### src/rtl/rv_pkg.sv
// Shared writeback-stage types and constants: result select encoding,
// load size masks, the default load timeout and the load-wait FSM encoding.
package rv_pkg;

    typedef enum logic [1:0] {
        SRC_ALU  = 2'b00,
        SRC_LOAD = 2'b01,
        SRC_PC4  = 2'b10,
        SRC_IMM  = 2'b11
    } reg_write_src_e;

    localparam logic [3:0] MASK_BYTE = 4'b0001;
    localparam logic [3:0] MASK_HALF = 4'b0011;
    localparam logic [3:0] MASK_WORD = 4'b1111;

    localparam int unsigned LOAD_TIMEOUT_DEFAULT = 255;

    localparam logic [0:0] ST_IDLE = 1'b0;
    localparam logic [0:0] ST_WAIT = 1'b1;

endpackage

### src/rtl/load_align.sv
// Load data alignment: picks the byte/half/word addressed by the low address
// bits out of the read word and zero- or sign-extends it to 32 bits.
module load_align
    import rv_pkg::*;
(
    input  logic [31:0] rdata_i,
    input  logic [1:0]  offset_i,
    input  logic [3:0]  mask_i,
    input  logic        sign_ext_i,
    output logic [31:0] data_o
);

    logic [7:0]  byte_sel;
    logic [15:0] half_sel;

    assign byte_sel = rdata_i[{offset_i, 3'b000} +: 8];
    // Halfwords are taken on 16-bit boundaries; offset bit 0 is don't-care.
    assign half_sel = offset_i[1] ? rdata_i[31:16] : rdata_i[15:0];

    always_comb begin
        case (mask_i)
            MASK_BYTE: data_o = {{24{sign_ext_i & byte_sel[7]}}, byte_sel};
            MASK_HALF: data_o = {{16{sign_ext_i & half_sel[15]}}, half_sel};
            default:   data_o = rdata_i;
        endcase
    end

endmodule

### src/rtl/wb_stage.sv
// Writeback stage: MEM/WB register, load-response wait with timeout fault,
// register-file write port generation and retirement counting.
module wb_stage
    import rv_pkg::*;
#(
    parameter int unsigned LOAD_TIMEOUT = LOAD_TIMEOUT_DEFAULT
) (
    input  logic        clk,
    input  logic        rstn,
    input  logic        mem_valid,
    input  logic        mem_reg_write,
    input  logic [4:0]  mem_rd,
    input  logic [1:0]  mem_reg_write_src,
    input  logic [31:0] mem_alu_result,
    input  logic [31:0] mem_pc_plus4,
    input  logic [31:0] mem_imm,
    input  logic        mem_mem_read,
    input  logic [3:0]  mem_data_mask,
    input  logic        mem_read_sign_extend,
    input  logic        dmem_rvalid,
    input  logic [31:0] dmem_rdata,
    output logic        wb_reg_write,
    output logic [4:0]  wb_reg_write_rd,
    output logic [31:0] wb_reg_write_data,
    output logic        wb_stall,
    output logic        wb_retire,
    output logic        wb_load_fault,
    output logic [31:0] wb_retire_count
);

    // state   | meaning
    // IDLE    | no load outstanding, or load answered in its first cycle
    // WAIT    | load outstanding, counting cycles toward timeout

    // The IDLE detect cycle is the first wait cycle, so the WAIT counter
    // (cleared on entry) terminates one short of LOAD_TIMEOUT.
    localparam logic [31:0] TIMEOUT_TC = 32'(LOAD_TIMEOUT - 1);

    logic           valid_q;
    logic           reg_write_q;
    logic [4:0]     rd_q;
    reg_write_src_e src_q;
    logic [31:0]    alu_q;
    logic [31:0]    pc4_q;
    logic [31:0]    imm_q;
    logic           mem_read_q;
    logic [3:0]     mask_q;
    logic           sext_q;

    logic [0:0]     state_q, state_d;
    logic [31:0]    cnt_q, cnt_d;
    logic [31:0]    retire_cnt_q, retire_cnt_d;

    logic           load_wait;
    logic           timeout_hit;
    logic           completing;
    logic [31:0]    load_data;
    logic [31:0]    result;

    load_align u_load_align (
        .rdata_i    (dmem_rdata),
        .offset_i   (alu_q[1:0]),
        .mask_i     (mask_q),
        .sign_ext_i (sext_q),
        .data_o     (load_data)
    );

    assign load_wait   = valid_q & mem_read_q & ~dmem_rvalid;
    assign timeout_hit = (state_q == ST_WAIT) && (cnt_q == TIMEOUT_TC);
    assign completing  = valid_q & ~load_wait;

    assign wb_stall      = load_wait & ~timeout_hit;
    assign wb_load_fault = load_wait & timeout_hit;
    assign wb_retire     = completing;
    assign wb_reg_write  = completing & reg_write_q & (rd_q != 5'd0);

    always_comb begin
        case (src_q)
            SRC_ALU:  result = alu_q;
            SRC_LOAD: result = load_data;
            SRC_PC4:  result = pc4_q;
            default:  result = imm_q;
        endcase
    end

    assign wb_reg_write_rd   = wb_reg_write ? rd_q : 5'd0;
    assign wb_reg_write_data = wb_reg_write ? result : 32'd0;
    assign wb_retire_count   = retire_cnt_q;

    always_comb begin
        state_d = state_q;
        cnt_d   = cnt_q;
        case (state_q)
            ST_IDLE: begin
                if (load_wait) begin
                    state_d = ST_WAIT;
                    cnt_d   = 32'd0;
                end
            end
            ST_WAIT: begin
                if (!load_wait || timeout_hit) begin
                    state_d = ST_IDLE;
                    cnt_d   = 32'd0;
                end else begin
                    cnt_d = cnt_q + 32'd1;
                end
            end
            default: begin
                state_d = ST_IDLE;
                cnt_d   = 32'd0;
            end
        endcase
    end

    assign retire_cnt_d = completing ? retire_cnt_q + 32'd1 : retire_cnt_q;

    always_ff @(posedge clk or negedge rstn) begin
        if (!rstn) begin
            state_q      <= ST_IDLE;
            cnt_q        <= 32'd0;
            retire_cnt_q <= 32'd0;
        end else begin
            state_q      <= state_d;
            cnt_q        <= cnt_d;
            retire_cnt_q <= retire_cnt_d;
        end
    end

    always_ff @(posedge clk or negedge rstn) begin
        if (!rstn) begin
            valid_q     <= 1'b0;
            reg_write_q <= 1'b0;
            rd_q        <= 5'd0;
            src_q       <= SRC_ALU;
            alu_q       <= 32'd0;
            pc4_q       <= 32'd0;
            imm_q       <= 32'd0;
            mem_read_q  <= 1'b0;
            mask_q      <= MASK_WORD;
            sext_q      <= 1'b0;
        end else if (!wb_stall) begin
            valid_q     <= mem_valid;
            reg_write_q <= mem_reg_write;
            rd_q        <= mem_rd;
            src_q       <= reg_write_src_e'(mem_reg_write_src);
            alu_q       <= mem_alu_result;
            pc4_q       <= mem_pc_plus4;
            imm_q       <= mem_imm;
            mem_read_q  <= mem_mem_read;
            mask_q      <= mem_data_mask;
            sext_q      <= mem_read_sign_extend;
        end
    end

endmodule

### config.mk
export PLATFORM = sky130hd
export DESIGN_NAME = wb_stage
export DESIGN_NICKNAME = d
export VERILOG_FILES = /design/src/rtl/rv_pkg.sv /design/src/rtl/load_align.sv /design/src/rtl/wb_stage.sv
export SDC_FILE = /design/constraint.sdc
export NUM_CORES = 1
export LEC_CHECK = 0
export ABC_AREA = 1
export CORE_UTILIZATION = 34
export CTS_BUF_LIST = sky130_fd_sc_hd__clkbuf_16
export DETAILED_ROUTE_END_ITERATION = 10
export GPL_ROUTABILITY_DRIVEN = 0
export HOLD_SLACK_MARGIN = 0.03
export PLACE_DENSITY = 0.63
export SYNTH_ARGS = -nofsm -noshare
export SYNTH_HDL_FRONTEND = slang
export SYNTH_HIERARCHICAL = 1
export SYNTH_SLANG_ARGS = --single-unit
### constraint.sdc
create_clock -name clk -period 2.1 [get_ports clk]
set_input_delay 0.42 -clock clk [delete_from_list [all_inputs] [get_ports clk]]
set_output_delay 0.42 -clock clk [all_outputs]
set_load 0.02 [all_outputs]
* Yosys cells after proc, flatten, opt, wreduce, memory -nomap -nowiden
Cells that the tools add are included.
Storage, ports and cells: flip-flop bits (word level) 176, latch bits 0, bits in writable memories 0, memory bits (read-only) 0, bits of input ports 146, output and inout port bits 73, word-level logic and storage cells 51, memories 0
Cells by class: add/subtract/negate cells 2, multiply operators 0, div/mod/pow operators 0, magnitude comparators 0, equal/unequal tests 6, shift operators 1, mux-type cells 11, bitwise operators 13, reduce and logical (&&, ||, !) cells 5
Operator list (count):
- $pmux W32 S2 | 2
- $mux W32 | 3
- $pmux W32 S3 | 1
- $add A32 B1 Y32 const B | 2
- $eq A32 B8 Y1 const B | 1
- $shiftx A32 B6 Y8 | 1
- $mux W16 | 1
- $and A1 B1 Y1 | 9
- $mux W5 | 1
- $reduce_bool A5 Y1 | 1
- $eq A4 B1 Y1 const B | 1
- $eq A4 B2 Y1 const B | 1
- $not A1 Y1 | 4
- $eq A2 B1 Y1 const B | 1
- $eq A2 B2 Y1 const B | 1
- $logic_not A2 Y1 | 1
- $mux W1 | 2
- $ne A2 B2 Y1 const B | 1
- $pmux W1 S2 | 1
- $logic_and A1 B1 Y1 | 1
- $logic_not A1 Y1 | 1
- $logic_or A1 B1 Y1 | 1

* Longest topological paths before layout
Gate-level depths: netlist of the first run.
depth after elaboration 7, depth in mapped cells 14, depth with buffers taken out 13

* By module
Netlist of the first run, hierarchy kept.
By module, submodules not included:
- wb_stage | times used 1, cells an instance 1186, area an instance 9122.5 um2
- load_align | times used 1, cells an instance 161, area an instance 759.5 um2

* Worst setup path before layout of the first run
Ideal clock, no wire load.
path type reg2out, start reg mask_q[0], end out wb_reg_write_data[17], arrival time 1.685 ns, slack -0.005 ns, stages on the path, launching flop included 10, buffers on the path 1, cells stage by stage dfstp_2 nand3_4 nor2_8 nand3_4 buf_6 nand3_1 nand3_1 o21ai_0 a221oi_1 nor2_1
Between the ends: word-level cells in the longest chain between the ends 4, elaborated cells between the ends (all ways) 5, classes of those cells eq/ne (2); mux (3)
RTL lines:
- from (decl) | RTL line wb_stage.sv:47 | logic [3:0] mask_q;
- from (signal assigned) | RTL line wb_stage.sv:150 | mask_q <= mem_data_mask;
- $eq A4 B2 Y1 or $eq A4 B1 Y1 (tied branches) | RTL line load_align.sv:21 | case (mask_i)
- $pmux W32 S2 (*) | RTL line load_align.sv:21
- via load_data[17] | RTL line wb_stage.sv:57 | logic [31:0] load_data;
- $pmux W32 S3 (*) | RTL line wb_stage.sv:78 | case (src_q)
- $mux W32 (*) | RTL line wb_stage.sv:87 | assign wb_reg_write_data = wb_reg_write ? result : 32'd0;
- to (decl) | RTL line wb_stage.sv:24 | output logic [31:0] wb_reg_write_data,
Mark *: on every way through the listed nets, which the timed path passes. The rest lies on a longest branch.

* Worst setup path in the final report of the first run
start reg mask_q[0], end out wb_reg_write_data[1]
Same word-level chain as after synthesis.

==> summary.md, run 1 <==
| Metric | Value |
|---|---|
| Outcome | `complete, but fails checks` |
| Failing checks | `negative setup slack` |
| Max cap viols | `0` |
| Setup Skew | `between 0.01 and 0.015 ns` |
| Site Rows | `62` |
| Clk network pwr share | `0.351` |
| Critical path class | `reg -> out` |
| FF-to-FF End | `cnt_q[31]$_DFFE_PN0P_` |
| Total detailed-routing wirelength | `33.8 mm` |
| Net Switching | `0.00293 W` |
| Slew Limit Fails | `0` |
| Worst R2R Path Depth | `15` |
| Register bit total from synthesis | `176` |
| Leading area contributor after synthesis | `dfrtp_1` |
| Final setup viols | `37` |
| Worst-margin pin slew | `0.632 ns` |
| Worst path top cell family by delay | `flip-flops` |
| Avg Inst Size Synth | `7.34 um^2` |
| Flop pwr share | `0.407` |
| Simple-gate portion of the synthesized area | `0.347` |
| Largest family of logic cells by synthesized area | `simple AND/OR/NAND/NOR gates` |
| Slowest cell on crit path | `dfstp_2` |
| Logic pwr share | `0.243` |
| Period utilization | `1.27` |
| Max transition margin | `0.579` |
| Int Power | `0.00651 W` |
| Top Ports | `219` |
| Register Area | `around 4400 um^2` |
| H-tree level count | `4` |
| DRT antenna net count | `0` |
| Post-synth top area share | `0.436` |
| Core area | `28600 um^2` |
| Die height | `roughly 170 um` |
| Multi-input logic area | `roughly 5500 um^2` |
| Cells after Synth | `1347` |
| Sequential element share of the synthesized area | `0.446` |
| Peak VDD IR | `between 0.5 and 0.6 mV` |
| Synthesized area | `9880 um^2` |
| Vias in the first global route | `9754` |
| HPWL Detailed | `23.7 mm` |
| Commonest cells in the netlist | `550 x nand2_1, 172 x dfrtp_1, 133 x nor2_1` |
| Setup ws final | `-0.569 ns` |
| Pwr dens | `630 nW/um^2` |
| Crit path largest cell delay | `0.59 ns` |
| Hold Violations, Final | `0` |
| DR iter-0 viols | `863` |
| Vias | `around 10k` |
| Total grt overflow | `0` |
| Starting density of the core | `0.345` |
| Area added between synthesis and finish | `51.9%` |
| Count leader, synth | `nand2_1` |
| Fmax | `approximately 370 MHz` |
| Post-synthesis adder-cell area fraction | `0.00380` |
| Crit path time final | `about 2.7 ns` |
| Post-synthesis net count | `1496` |
| Post-synthesis compound-gate area fraction | `0.0872` |
| Clock sink count | `around 180` |
| EDFF count, synth | `0` |
| Fillers | `2699` |
| Yosys warns | `6` |
| Maximum clock path buffer count | `2` |
| Remaining DRCs | `0` |
| GRT Overall Usage | `0.220` |
| RSZ-0062 raised after global routing | `true` |
| R2R setup slack | `approximately 0.090 ns` |
| Crit-path max FO | `5` |
| Element type at the critical path end | `output port` |
| Hold Slack | `0.326 ns` |
| Drt via density | `around 5` |
| Synth top area cells | `dfrtp_1 44%, nand2_1 21%, nor2_1 5.1%` |
| Area of the die | `29800 um^2` |
| Total power | `0.00945 W` |
| Post-synthesis mux area share | `0` |
| RR Startpoint | `cnt_q[0]$_DFFE_PN0P_` |
| Root buffer cell | `clkbuf_16` |
| Final #Nets | `1819` |
| Setup TNS | `-17.32 ns` |
| Share of cells above drive strength 1 | `0.248` |
| First-pass GRT wire length | `50.7 mm` |
| Clock Latency Late Sink | `0.43 ns` |
| Largest net degree at the start of global routing | `around 100` |
| Avg WL per Cell | `16.4 um` |
| Number of buffers and inverters on the critical path | `3` |
| Die Span X | `172 um` |
| Leakage | `7.08 nW` |
| Critical path, cell by cell | `buf_12 > nand3_4 > buf_4 > nand2_1 > nand3_2 > nand3_2 > o21ai_1 > a221oi_1 > nor2_1 > buf_4` |
| Initial antenna violation count | `1` |
| Worst EP arrival | `2.25 ns` |
| Ys async rst share | `1.00` |
| Startpoint Class | `flip-flop` |
| Critical Path RT | `1.68 ns` |
| Total CTS buffers | `17` |
| Prevailing post-synth register cell | `dfrtp_1` |
| Port bufs | `218` |
| Sw Share | `0.311` |
| Distinct cell type count after synthesis | `42` |
| Clock slew at reported path FFs | `around 0.080 ns` |
| Final core utilization | `0.524` |
| Hold Crit Class | `in -> async` |
| CTS tree | `yes` |
| DRT Pass-1 Iters | `5` |
| XOR/XNOR share of the synthesized area | `0.0346` |
## cells by family after synthesis
| family | Yosys count |
|---|---|
| simple gates | 830 |
| flops | 176 |
| buf+inv | 162 |
| compound gates | 137 |
| xor+xnor | 39 |
| fa+ha+maj | 3 |
## how the worst max path moves through the flow
stage	depth (start not counted)	slack (ns)	from	to
2_1_floorplan	9	0.03	mask_q[2]$_DFFE_PN1N_	wb_reg_write_data[2]
3_3_place_gp	11	-0.85	dmem_rdata[24]	wb_reg_write_data[0]
3_5_place_dp	11	-0.85	dmem_rdata[31]	wb_reg_write_data[28]
4_1_cts	10	-0.59	mask_q[0]$_DFFE_PN1N_	wb_reg_write_data[1]
5_1_grt	11	-0.67	mask_q[0]$_DFFE_PN1N_	wb_reg_write_data[8]
6_report	10	-0.57	mask_q[0]$_DFFE_PN1N_	wb_reg_write_data[1]
## cell usage in the layout (no fill, tap or decap), types with 3 or more instances in the layout
cell type	instances
nand2_1	530
clkdlybuf4s50_1	175
dfrtp_1	171
buf_4	121
nor2_1	112
inv_1	92
nand3_2	51
nand3_1	45
o21ai_0	37
o21ai_2	36
buf_6	35
a221oi_2	28
o21ai_1	27
nand2_2	26
clkbuf_16	21
xor2_1	20
xnor2_1	19
buf_12	14
nor2_2	13
nor2_4	12
inv_2	10
nand4_1	10
nor3_1	9
nand2_4	6
nand3_4	5
nand2_8	4
a221oi_1	4
inv_6	4
dfstp_2	4
inv_8	3
buf_16	3
inv_4	3
## metrics by stage
step	instance area [um^2]	worst slack (ns)	cells
after CTS	14400	-0.587	2055
after global routing	15000	-0.669	2067
final	15000	-0.569	2068
after global placement	13200	-0.853	2008
after floorplan	9910	0.0298	1347
after detailed placement	13200	-0.848	2008
## per-layer routing
layer  part of all wire  vias to the layer above  track usage
li1                   -                     4943            -
met4              0.026                        0       0.0704
met2               0.46                      339        0.347
met5                  0                        -            0
met3              0.061                       55       0.0396
met1               0.45                     4735        0.304
## registers in the layout (all words and copies together), names as in the netlist, 2 cells and up
name and count:
alu_q 32, cnt_q 32, imm_q 32, pc4_q 32, wb_retire_count 32, rd_q 5
mask_q 4, src_q 2
## worst reg2reg max path, delay by kind of cell, from the launching register on
kind	cells	cell delay (ns)
AND/OR/NAND/NOR	8	0.71
buffers and inverters	6	0.67
flip-flops	1	0.39
adder cells (fa/ha/maj)	1	0.12
## layout make-up
cell class / instances / share of cell area
Inverter: 103 / 0.0263
Timing Repair Buffer: 358 / 0.239
Tap cell: 384 / 0.0320
Clock buffer: 17 / 0.0283
Clock inverter: 15 / 0.0118
Antenna cell: 1 / 0.000167
Multi-Input combinational cell: 1014 / 0.369
Sequential cell: 176 / 0.294
## power groups by stage
stage | sequential, W | clock [W] | combinational, W
5_1_grt | 0.00387 | 0.00354 | 0.00247
3_3_place_gp | 0.00387 | 0 | 0.00190
2_1_floorplan | 0.00391 | 0 | 0.000906
4_1_cts | 0.00383 | 0.00339 | 0.00209
3_5_place_dp | 0.00388 | 0 | 0.00191
6_report | 0.00384 | 0.00331 | 0.00229
## what timing repair did
| action | in CTS | in global routing |
|---|---|---|
| resized for setup | 335 | 107 |
| pin swaps | 66 | 63 |
| hold buffers | 1 | 0 |
| setup buffers | 9 | 5 |
| gates cloned | 6 | 9 |
| endpoints found under the hold margin | 15 | 0 |
| setup endpoints to repair | 68 | 179 |
No activity file was read; power rests on OpenSTA's default activity.
==> inputs of run 2 (changes only) <==
==> constraint.sdc (replaced) <==
create_clock -name clk -period 3.2 [get_ports clk]
set_input_delay 0.64 -clock clk [delete_from_list [all_inputs] [get_ports clk]]
set_output_delay 0.64 -clock clk [all_outputs]
set_load 0.02 [all_outputs]
==> summary.md, run 2 (synthesis gave the netlist of run 1 again) <==
| Metric | Value |
|---|---|
| Outcome | `completed` |
| Uppermost layer routed | `met4` |
| Element type at the critical path end | `output port` |
| Final core utilization | `0.455 (-0.0694)` |
| Peak VDD IR | `0.343 mV (-36%)` |
| Startpoint Class | `input pin` |
| Most common library cell in the layout ignoring fill and taps | `nand2_1` |
| Starting density of the core | `0.345 (unchanged)` |
| Maximum clock path buffer count | `2 (unchanged)` |
| Hold Violations, Final | `0 (unchanged)` |
| Most frequent cells in the layout | `550 x nand2_1, 178 x clkdlybuf4s50_1, 172 x dfrtp_1` |
| Die height | `172 um (unchanged)` |
| Final setup viols | `0 (-100%)` |
| First-pass GRT wire length | `47.6 mm (-6.2%)` |
| Pwr dens | `443 nW/um^2 (-30%)` |
| Area added between synthesis and finish | `31.8%` |
| DRT antenna net count | `0 (unchanged)` |
| Total detailed-routing wirelength | `30.4 mm (-10%)` |
| Max cap viols | `0 (unchanged)` |
| Avg WL per Cell | `15.5 um (-5.2%)` |
| Site Rows | `62 (unchanged)` |
| Initial antenna violation count | `1 (unchanged)` |
| R2R setup slack | `0.63 ns (+0.54 ns)` |
| Drt via density | `4.77 (-2.1%)` |
| M1 WL | `14.0 mm (-8.9%)` |
| Total grt overflow | `0 (unchanged)` |
| Remaining DRCs | `0 (unchanged)` |
| GRT Overall Usage | `0.209 (-0.0108)` |
| DR iter-0 viols | `579 (-33%)` |
| Clock slew at reported path FFs | `0.08 ns (about the same)` |
| Hold Crit Class | `in -> async` |
| Total CTS buffers | `17 (unchanged)` |
| Setup Skew | `0.0135 ns (-0.00100 ns)` |
| Final cell count without fillers | `1961 (-5.2%)` |
| Clock Latency Late Sink | `0.44 ns (about the same)` |
| Placed cell count | `1926 (-4.1%)` |
| Core area | `28600 um^2 (unchanged)` |
| Ant. Diodes | `0 (-1)` |
| Die Span X | `172 um (unchanged)` |
| Area of the die | `29800 um^2 (unchanged)` |
| Period utilization | `0.971` |
| Vias in the first global route | `9009 (-7.6%)` |
| Max transition margin | `0.434 (-0.145)` |
| Routed wl met3 | `1.64 mm (-21%)` |
| Critical path class | `in -> out` |
| Met2 wire length | `14.3 mm (-7.8%)` |
| Root buffer cell | `clkbuf_16` |
| Leakage | `6.20 nW (-12%)` |
| Worst EP arrival | `2.47 ns (+0.22 ns)` |
| Crit-path max FO | `4 (-1)` |
| Vias | `9349 (-7.2%)` |
| H-tree level count | `4 (unchanged)` |
| Top Ports | `219 (unchanged)` |
| Fmax | `322 MHz` |
| Final #Nets | `1713 (-5.8%)` |
| FF-to-FF End | `cnt_q[26]$_DFFE_PN0P_` |
| Clock sink count | `176 (unchanged)` |
| HPWL Detailed | `22.2 mm (-6.6%)` |
| DRT Pass-1 Iters | `5 (unchanged)` |
| Worst-margin pin slew | `0.849 ns (+0.217 ns)` |
| CTS tree | `yes` |
| Worst R2R Path Depth | `12 (-3)` |
| Share of cells above drive strength 1 | `0.0926 (-0.156)` |
| Port bufs | `218 (unchanged)` |
| RR Startpoint | `cnt_q[0]$_DFFE_PN0P_` |
| Crit path time final | `3.11 ns` |
| Critical Path RT | `2.56 ns (+0.88 ns)` |
| Largest net degree at the start of global routing | `93 (-9.7%)` |
| Slew Limit Fails | `0 (unchanged)` |
==> run 2: cell types whose count changed in the layout (fill, tap and decap cells not counted), moves of 27 or more <==
cell	delta
a221oi_2	-27
buf_4	-89
o21ai_0	+32
buf_6	-32
a221oi_1	+27
nand3_1	+50
nand3_2	-49
==> run 2: per-stage QoR <==
step	hold slack (ns)	cell area (um^2)	TNS [ns]	setup slack, ns	total power, W
6_report	0.222	13000	0	0.0930	0.00577
5_1_grt	0.254	13000	-0.000615	-0.000615	0.00605
4_1_cts	0.242	13100	0	0.00284	0.00583
3_5_place_dp	0.454	12500	-5.12	-0.237	0.00372
3_3_place_gp	0.454	12500	-4.83	-0.228	0.00370
2_1_floorplan	0.344	9880	0	0.848	0.00315
==> run 2: layout make-up <==
cell class / count / area (um^2)
inverters: 103 / 389
clock inverters: 15 / 154
fillers: 2893 / 15600
well taps: 384 / 480
clock buffers: 17 / 425
flip-flops and latches: 176 / 4410
multi-input cells: 1009 / 4710
repair buffers: 257 / 2450
==> run 2: worst max path at each step <==
| stage | start | endpoint | slack (ns) |
|---|---|---|---|
| final | dmem_rdata[31] | wb_reg_write_data[8] | 0.09 |
| after global routing | dmem_rdata[23] | wb_reg_write_data[8] | -0.0006 |
| after CTS | dmem_rvalid | wb_reg_write | 0.003 |
| after detailed placement | dmem_rdata[23] | wb_reg_write_data[12] | -0.24 |
| after global placement | dmem_rdata[23] | wb_reg_write_data[12] | -0.23 |
| after floorplan | dmem_rvalid | wb_reg_write_data[17] | 0.85 |
==> run 2: worst max-delay path, cell delays in order <==
cell	delay, ns
clkdlybuf4s50_1	0.49
nand2_1	0.09
nand3_2	0.13
nand4_4	0.12
buf_4	0.19
nand3_1	0.07
nand3_1	0.07
o21ai_0	0.13
a221oi_1	0.08
nor2_1	0.12
clkdlybuf4s15_1	0.32
==> run 2: repair_timing <==
item,4_1_cts,5_1_grt
pin swaps,0,2
setup endpoints to repair,34,31
endpoints found under the hold margin,0,0
resized for setup,39,58
hold buffers,0,0
gates cloned,0,0
setup buffers,1,2
==> run 2: metal layers <==
layer | vias up | global-route usage
met2 | 285 | 0.341
met3 | 29 | 0.0387
met5 | - | 0
li1 | 4713 | -
met4 | 0 | 0.0546
met1 | 4322 | 0.283
==> run 2: power breakdown <==
| group | leakage (nW) | internal, W | switching [W] | total [W] |
|---|---|---|---|---|
| logic | 3.72 | 0.000509 | 0.000641 | 0.00115 |
| clock network | 0.294 | 0.00110 | 0.00100 | 0.00210 |
| registers | 2.19 | 0.00239 | 0.000125 | 0.00251 |
==> inputs of run 3 (changes only) <==
--- a/config.mk
+++ b/config.mk
@@ -10,7 +10,7 @@
 export CTS_BUF_LIST = sky130_fd_sc_hd__clkbuf_16
 export DETAILED_ROUTE_END_ITERATION = 10
 export GPL_ROUTABILITY_DRIVEN = 0
-export HOLD_SLACK_MARGIN = 0.03
+export HOLD_SLACK_MARGIN = 0.15
 export PLACE_DENSITY = 0.63
 export SYNTH_ARGS = -nofsm -noshare
 export SYNTH_HDL_FRONTEND = slang
==> results of run 3 <==
Final layout, timing and power as in run 2 (identical DEF).
